## src/rtl/ps2_pkg.sv

```systemverilog
// Shared PS/2 definitions: FSM state encoding, frame length, default timing
// constants and frame-level helper functions. Used by the host transmitter
// and the PS/2 receiver.
package ps2_pkg;

    typedef enum logic [2:0] {
        ST_IDLE    = 3'd0,
        ST_INHIBIT = 3'd1,
        ST_REQUEST = 3'd2,
        ST_SHIFT   = 3'd3,
        ST_ACK     = 3'd4,
        ST_RECOVER = 3'd5
    } ps2_state_e;

    // Start + 8 data + parity + stop bits on the wire
    localparam int PS2_FRAME_BITS = 11;

    // Defaults assume a 20 MHz system clock
    localparam int PS2_DEF_INHIBIT_CYCLES = 2000;    // 100 us
    localparam int PS2_DEF_TIMEOUT_CYCLES = 400000;  // 20 ms

    // PS/2 uses odd parity: the parity bit makes the total count of ones odd
    function automatic logic odd_parity(input logic [7:0] data);
        return ~(^data);
    endfunction

    // Line level the host presents after device falling edge edge_num
    // (1..8 data LSB first, 9 parity, anything else released/high)
    function automatic logic frame_level(input logic [7:0] data, input logic [3:0] edge_num);
        logic level;
        case (edge_num)
            4'd1:    level = data[0];
            4'd2:    level = data[1];
            4'd3:    level = data[2];
            4'd4:    level = data[3];
            4'd5:    level = data[4];
            4'd6:    level = data[5];
            4'd7:    level = data[6];
            4'd8:    level = data[7];
            4'd9:    level = odd_parity(data);
            default: level = 1'b1;
        endcase
        return level;
    endfunction

endpackage

```

## src/rtl/ps2_sync.sv

```systemverilog
// Two-flop synchronizers for the raw PS/2 clock and data lines plus a
// falling-edge detector on the synchronized clock. Lines idle high, so the
// flops reset to 1 to avoid a false edge when reset is released.
module ps2_sync (
    input  logic clk,
    input  logic reset,
    input  logic ps2clk,
    input  logic ps2dat,
    output logic clk_sync,
    output logic dat_sync,
    output logic clk_fall
);

    logic clk_meta_r;
    logic clk_sync_r;
    logic clk_prev_r;
    logic dat_meta_r;
    logic dat_sync_r;

    // Synchronizer chains and the one-cycle delayed clock used for edge detect
    always_ff @(posedge clk) begin
        if (reset) begin
            clk_meta_r <= 1'b1;
            clk_sync_r <= 1'b1;
            clk_prev_r <= 1'b1;
            dat_meta_r <= 1'b1;
            dat_sync_r <= 1'b1;
        end else begin
            clk_meta_r <= ps2clk;
            clk_sync_r <= clk_meta_r;
            clk_prev_r <= clk_sync_r;
            dat_meta_r <= ps2dat;
            dat_sync_r <= dat_meta_r;
        end
    end

    assign clk_sync = clk_sync_r;
    assign dat_sync = dat_sync_r;
    // Synchronized clock was 1 last cycle and is 0 now
    assign clk_fall = clk_prev_r & ~clk_sync_r;

endmodule

```

## src/rtl/ps2_host_tx.sv

```systemverilog
// PS/2 host-to-device transmitter. Inhibits the bus, issues a request to
// send, shifts out one byte (LSB first, odd parity, stop) on device clock
// falling edges and checks the device acknowledge.
// Optional build macro PS2_TX_TIMEOUT_EN adds a watchdog that aborts the
// frame when the device stops clocking for TIMEOUT_CYCLES cycles.
module ps2_host_tx
    import ps2_pkg::*;
#(
    parameter int INHIBIT_CYCLES = PS2_DEF_INHIBIT_CYCLES,
    parameter int TIMEOUT_CYCLES = PS2_DEF_TIMEOUT_CYCLES
) (
    input  logic       clk,
    input  logic       reset,
    input  logic [7:0] tx_data,
    input  logic       tx_valid,
    output logic       tx_ready,
    output logic       tx_done,
    output logic       tx_err,
    input  logic       ps2clk,
    input  logic       ps2dat,
    output logic       ps2clk_oe,
    output logic       ps2dat_oe
);

    localparam int INH_W = (INHIBIT_CYCLES > 1) ? $clog2(INHIBIT_CYCLES) : 1;
    localparam logic [INH_W-1:0] INH_LAST = INH_W'(INHIBIT_CYCLES - 1);
    localparam logic [3:0] LAST_SHIFT_EDGE = 4'(PS2_FRAME_BITS - 2);

    ps2_state_e       state_r, state_s;
    logic [INH_W-1:0] inh_cnt_r, inh_cnt_s;
    logic [3:0]       edge_cnt_r, edge_cnt_s;
    logic [7:0]       data_r, data_s;
    logic             tx_ready_r, tx_ready_s;
    logic             tx_done_r, done_s;
    logic             tx_err_r, err_s;
    logic             clk_oe_r, clk_oe_s;
    logic             dat_oe_r, dat_oe_s;
    logic             clk_sync_s, dat_sync_s, clk_fall_s;
    logic             timeout_s;

    ps2_sync u_sync (
        .clk      (clk),
        .reset    (reset),
        .ps2clk   (ps2clk),
        .ps2dat   (ps2dat),
        .clk_sync (clk_sync_s),
        .dat_sync (dat_sync_s),
        .clk_fall (clk_fall_s)
    );

`ifdef PS2_TX_TIMEOUT_EN
    localparam int TO_W = $clog2(TIMEOUT_CYCLES + 1);
    localparam logic [TO_W-1:0] TO_LAST = TO_W'(TIMEOUT_CYCLES - 1);

    logic [TO_W-1:0] to_cnt_r, to_cnt_s;
    logic            frame_active_s;

    // Watchdog: cycles since the last device falling edge while the device owns the clock
    always_comb begin
        frame_active_s = (state_r == ST_REQUEST) || (state_r == ST_SHIFT) || (state_r == ST_ACK);
        to_cnt_s       = '0;
        if (frame_active_s && !clk_fall_s) begin
            to_cnt_s = to_cnt_r + 1'b1;
        end else begin
            to_cnt_s = '0;
        end
        timeout_s = frame_active_s && !clk_fall_s && (to_cnt_r == TO_LAST);
    end

    // Watchdog counter register
    always_ff @(posedge clk) begin
        if (reset) begin
            to_cnt_r <= '0;
        end else begin
            to_cnt_r <= to_cnt_s;
        end
    end
`else
    // Watchdog compiled out: wait for device edges forever (parameter is always positive)
    assign timeout_s = (TIMEOUT_CYCLES < 0);
`endif

    // Next-state logic and decode of the registered bus/handshake outputs
    always_comb begin
        state_s    = state_r;
        inh_cnt_s  = inh_cnt_r;
        edge_cnt_s = edge_cnt_r;
        data_s     = data_r;
        done_s     = 1'b0;
        err_s      = 1'b0;
        clk_oe_s   = 1'b0;
        dat_oe_s   = 1'b0;
        tx_ready_s = 1'b0;

        case (state_r)
            ST_IDLE: begin
                if (tx_valid && tx_ready_r) begin
                    state_s    = ST_INHIBIT;
                    data_s     = tx_data;
                    inh_cnt_s  = '0;
                    edge_cnt_s = 4'd0;
                end else begin
                    state_s = ST_IDLE;
                end
            end
            ST_INHIBIT: begin
                if (inh_cnt_r == INH_LAST) begin
                    state_s    = ST_REQUEST;
                    inh_cnt_s  = '0;
                    edge_cnt_s = 4'd0;
                end else begin
                    inh_cnt_s = inh_cnt_r + 1'b1;
                end
            end
            ST_REQUEST: begin
                // First device edge clocks the start bit; bit 0 goes out now
                if (clk_fall_s) begin
                    state_s    = ST_SHIFT;
                    edge_cnt_s = 4'd1;
                end else begin
                    state_s = ST_REQUEST;
                end
            end
            ST_SHIFT: begin
                if (clk_fall_s) begin
                    edge_cnt_s = edge_cnt_r + 4'd1;
                    if (edge_cnt_r == LAST_SHIFT_EDGE) begin
                        state_s = ST_ACK;
                    end else begin
                        state_s = ST_SHIFT;
                    end
                end else begin
                    state_s = ST_SHIFT;
                end
            end
            ST_ACK: begin
                // Device pulls data low around the final edge to acknowledge
                if (clk_fall_s) begin
                    edge_cnt_s = edge_cnt_r + 4'd1;
                    state_s    = ST_RECOVER;
                    if (dat_sync_s) begin
                        err_s = 1'b1;
                    end else begin
                        done_s = 1'b1;
                    end
                end else begin
                    state_s = ST_ACK;
                end
            end
            ST_RECOVER: begin
                if (clk_sync_s && dat_sync_s) begin
                    state_s    = ST_IDLE;
                    edge_cnt_s = 4'd0;
                end else begin
                    state_s = ST_RECOVER;
                end
            end
            default: begin
                state_s    = ST_IDLE;
                edge_cnt_s = 4'd0;
            end
        endcase

        if (timeout_s) begin
            state_s = ST_RECOVER;
            err_s   = 1'b1;
            done_s  = 1'b0;
        end else begin
            state_s = state_s;
        end

        // Outputs follow the state being entered so they are registered alongside it
        case (state_s)
            ST_IDLE: begin
                tx_ready_s = 1'b1;
            end
            ST_INHIBIT: begin
                clk_oe_s = 1'b1;
                dat_oe_s = (inh_cnt_s == INH_LAST);
            end
            ST_REQUEST: begin
                dat_oe_s = 1'b1;
            end
            ST_SHIFT: begin
                dat_oe_s = ~frame_level(data_s, edge_cnt_s);
            end
            default: begin
                clk_oe_s = 1'b0;
                dat_oe_s = 1'b0;
            end
        endcase
    end

    // State, counters, latched byte and registered outputs
    always_ff @(posedge clk) begin
        if (reset) begin
            state_r    <= ST_IDLE;
            inh_cnt_r  <= '0;
            edge_cnt_r <= 4'd0;
            data_r     <= 8'd0;
            tx_ready_r <= 1'b0;
            tx_done_r  <= 1'b0;
            tx_err_r   <= 1'b0;
            clk_oe_r   <= 1'b0;
            dat_oe_r   <= 1'b0;
        end else begin
            state_r    <= state_s;
            inh_cnt_r  <= inh_cnt_s;
            edge_cnt_r <= edge_cnt_s;
            data_r     <= data_s;
            tx_ready_r <= tx_ready_s;
            tx_done_r  <= done_s;
            tx_err_r   <= err_s;
            clk_oe_r   <= clk_oe_s;
            dat_oe_r   <= dat_oe_s;
        end
    end

    assign tx_ready  = tx_ready_r;
    assign tx_done   = tx_done_r;
    assign tx_err    = tx_err_r;
    assign ps2clk_oe = clk_oe_r;
    assign ps2dat_oe = dat_oe_r;

endmodule

```

## config.mk

```make
export PLATFORM = sky130hd
export DESIGN_NAME = ps2_host_tx
export DESIGN_NICKNAME = d
export VERILOG_FILES = /design/src/rtl/ps2_pkg.sv /design/src/rtl/ps2_sync.sv /design/src/rtl/ps2_host_tx.sv
export SDC_FILE = /design/constraint.sdc
export NUM_CORES = 1
export LEC_CHECK = 0
export ABC_CLOCK_PERIOD_IN_PS = 5900
export BUFFER_PORTS_ARGS = -buffer_cell sky130_fd_sc_hd__clkbuf_2
export CAP_MARGIN = 40
export CELL_PAD_IN_SITES_DETAIL_PLACEMENT = 2
export CELL_PAD_IN_SITES_GLOBAL_PLACEMENT = 2
export CORE_ASPECT_RATIO = 0.75
export CORE_UTILIZATION = 38
export DETAILED_ROUTE_END_ITERATION = 7
export PLACE_DENSITY = 0.94
export SLEW_MARGIN = 25
export SYNTH_ARGS = -nofsm -noshare
export SYNTH_HDL_FRONTEND = slang
export SYNTH_SLANG_ARGS = --single-unit
```

## constraint.sdc

```tcl
create_clock -name clk -period 5.9 [get_ports clk]
set_input_delay 0.295 -clock clk [delete_from_list [all_inputs] [get_ports clk]]
set_output_delay 0.295 -clock clk [all_outputs]
set_load 0.01 [all_outputs]
```

==> results_dict.tcl <==
set metrics [dict create \
    start_util_pct 40.1 \
    drive_above_1_share_pct 13.8 \
    diodes 0 \
    gp_congestion 0.823 \
    r2r_slack_ps 2550 \
    ys.flop_type "dfxtp_1" \
    crit_path_end_kind "flop" \
    synthDistinctLibCells 52 \
    seq_area_um2 721 \
    hold_path.class "in -> reg" \
    r2r_start "u_sync.clk_sync$_SDFF_PP1_" \
    drt-initial-drc-count 81 \
    async_reset_ff_share_pct 0 \
    grt.total_usage_pct 28.0 \
    insertion_delay_ps 290 \
    antenna_found_initial 0 \
    post-cts-setup-buffer-count 0 \
    clkSlewWorstSetupHoldPaths_ps 70 \
    rsz0062_at_grt "no" \
    grt_use_met3_pct 4.08 \
    die_x_um 85.8 \
    reg2regPathDepth 11 \
    use_met1_pct 34.5 \
    gr-usage-met2_pct 48.3 \
    synth.net_count 257 \
    via_per_inst 5.90 \
    num_rows 22 \
    tightest_slew_ps 713 \
    dieArea_um2 5560 \
    ir_drop_v 0.000151 \
    core_area_um2 4980 \
    cts_root_buffer "clkbuf_8" \
    fin_crit_sh_pct 56.8 \
    worstSetupPathType "reg -> reg" \
    cts_tree "done" \
    synth-seq-cells 36 \
    grt_busiest_layer "met2" \
    worst_r2r_endpoint "ps2dat_oe$_SDFF_PP0_" \
    avgSynthCellArea_um2 8.33 \
    setup_viol 0 \
    cts_resized 0 \
    hold_depth 2 \
    slew_headroom_pct 52.4 \
    hpwl_um 5290 \
    crit_start "u_sync.clk_sync$_SDFF_PP1_" \
    fin_skew_ps 3.51 \
    worstPathRequired_ps 6080 \
    power_density_nw_per_um2 238 \
    synth_edf_count 0 \
    grt_pass1_vias 2110 \
    cp-start-kind "flop" \
    port_buffers 17 \
    crit_end "ps2dat_oe$_SDFF_PP0_" \
    grt_max_degree 35 \
    cp_data_arrival_time_ps 3530 \
    syn_inst 240 \
    power.static_leakage_nw 0.833 \
    max_freq_mhz 298 \
    finalHoldViolations 0 \
    min_period_ps 3350 \
    drt-wirelength-per-cell_um 21.7 \
    clockBufferDepth 2 \
    status "completed" \
    die_h_um 64.8 \
    cts-hold-fix-buffers 0 \
    overflow 0 \
    fin_ws_ps 2550 \
    htreeDepth 2 \
    critPathMaxFanout 11 \
    cap_violations 0 \
    synth.yosys.warnings 0 \
    synth_area_um2 2000 \
    final_nets 270 \
    grt_pass1_wl_um 11400 \
    fillCellCount 550 \
    cts.sinks 36 \
    first_pass_iters 4 \
    via_count 1917 \
    syn_to_final_growth_pct 12.5 \
    drc 0 \
    cts_buffers 5 \
    seq_area_frac_synth_pct 36.0 \
    antenna_left 0 \
    wl_um 7050 \
    drv_slew 0 \
    dp_worst_setup_slack_ps 2610 \
    holdWs_ps 187 \
    ios 18 \
    multi_input_area_um2 1210 \
    setup-tns-final_ps 0 \
]
-- metrics by stage --
step,instances,utilization [%],instance area (um2),power (mW)
finish,325,45.1,2250,0.536
detailed placement,317,42.9,2140,0.345
global route,325,45.1,2250,0.557
global placement,317,42.9,2140,0.336
CTS,324,44.9,2240,0.538
floorplan,240,-,2000,0.316
-- layout by cell type (no fill, tap or decap), types with 3 or more instances in the layout --
| cell type | count |
|---|---|
| o21ai_0 | 11 |
| a31oi_1 | 3 |
| nor3_1 | 3 |
| nand3_1 | 3 |
| mux2i_1 | 9 |
| nor3b_1 | 4 |
| a21oi_1 | 11 |
| ha_1 | 4 |
| xnor2_1 | 13 |
| xor2_1 | 3 |
| inv_1 | 5 |
| a22oi_1 | 3 |
| clkbuf_8 | 7 |
| dfxtp_1 | 36 |
| and3_1 | 6 |
| or2_2 | 5 |
| clkbuf_2 | 17 |
| a311oi_1 | 3 |
| nor2b_1 | 10 |
| nand2_1 | 16 |
| a211oi_1 | 7 |
| nor2_1 | 33 |
-- sequential cells by signal, indices dropped and copies added, names as in the netlist, 3 cells and up --
name / cells
inh_cnt_r: 11
edge_cnt_r: 4
state_r: 3
data_r: 8
-- power by group --
group          switching, mW  internal (mW)  total, mW
logic                 0.0508         0.0336     0.0844
clock network         0.0890          0.104      0.193
registers            0.00837          0.250      0.259
total                  0.148          0.388      0.536
-- worst max-delay path, stage by stage (launching register included) --
cell       delay (ps)
dfxtp_1           330
nor2b_1           570
inv_1             250
ha_1              360
and4b_1           200
a211o_1           240
a211oi_2          420
mux2_1            390
o21ai_1           140
o211ai_1          100
o2111ai_1         130
a31oi_1           110
-- cells by family (layout without fill, tap and decap cells) --
kind of cell	after synthesis	in the layout	share of synthesized area, %
simple gates	97	97	25.3
compound gates	58	58	20.3
flops	36	36	36.0
buf+inv	19	32	3.75
xor+xnor	16	16	7.01
mux	10	10	5.07
fa+ha+maj	4	4	2.50
-- final cells by class --
| cell class | instances | area share, % |
|---|---|---|
| clock buffer | 7 | 4.28 |
| inverter | 5 | 0.835 |
| multi-input combinational | 185 | 53.8 |
| sequential | 36 | 32.1 |
| tap | 72 | 4.01 |
| timing repair buffer | 20 | 5.01 |
-- layer usage --
layer,share of wire (%),vias to the layer above
met2,49,52
met3,2.6,23
met5,0,-
li1,-,891
met4,3.5,0
met1,45,951
-- worst min path at each step --
stage / start / to / slack (ps)
detailed placement: u_sync.dat_meta_r$_SDFF_PP1_ / u_sync.dat_sync$_SDFF_PP1_ / 420
CTS: ps2dat / u_sync.dat_meta_r$_SDFF_PP1_ / 190
global route: ps2dat / u_sync.dat_meta_r$_SDFF_PP1_ / 190
floorplan: reset / inh_cnt_r[4]$_SDFF_PP0_ / 370
finish: ps2dat / u_sync.dat_meta_r$_SDFF_PP1_ / 190
global placement: u_sync.dat_meta_r$_SDFF_PP1_ / u_sync.dat_sync$_SDFF_PP1_ / 400
-- synthesized netlist by cell type (2+ instances only) --
cell,n,area [um2]
nand2_1,16,60.1
a22oi_1,3,22.5
nor3_1,3,15.0
or2_2,5,31.3
xor2_1,3,26.3
mux2i_1,9,90.1
a41oi_1,2,17.5
a31oi_1,3,18.8
nand3b_1,2,15.0
nor3b_1,4,30.0
nor2_1,33,124
dfxtp_1,36,721
ha_1,4,50.1
or3b_1,2,17.5
xnor2_1,13,114
nor2b_1,10,62.6
o21ai_0,11,55.1
a22o_1,2,17.5
nand3_1,3,15.0
a21oi_1,11,55.1
nand4_1,2,12.5
clkbuf_1,11,41.3
a311oi_1,3,26.3
a211oi_1,7,52.6
and3_1,6,37.5
o21ai_1,2,10.0
nor4_1,3,18.8
buf_2,3,15.0
inv_1,5,18.8
Note: power is estimated with default switching activity, not from simulation.
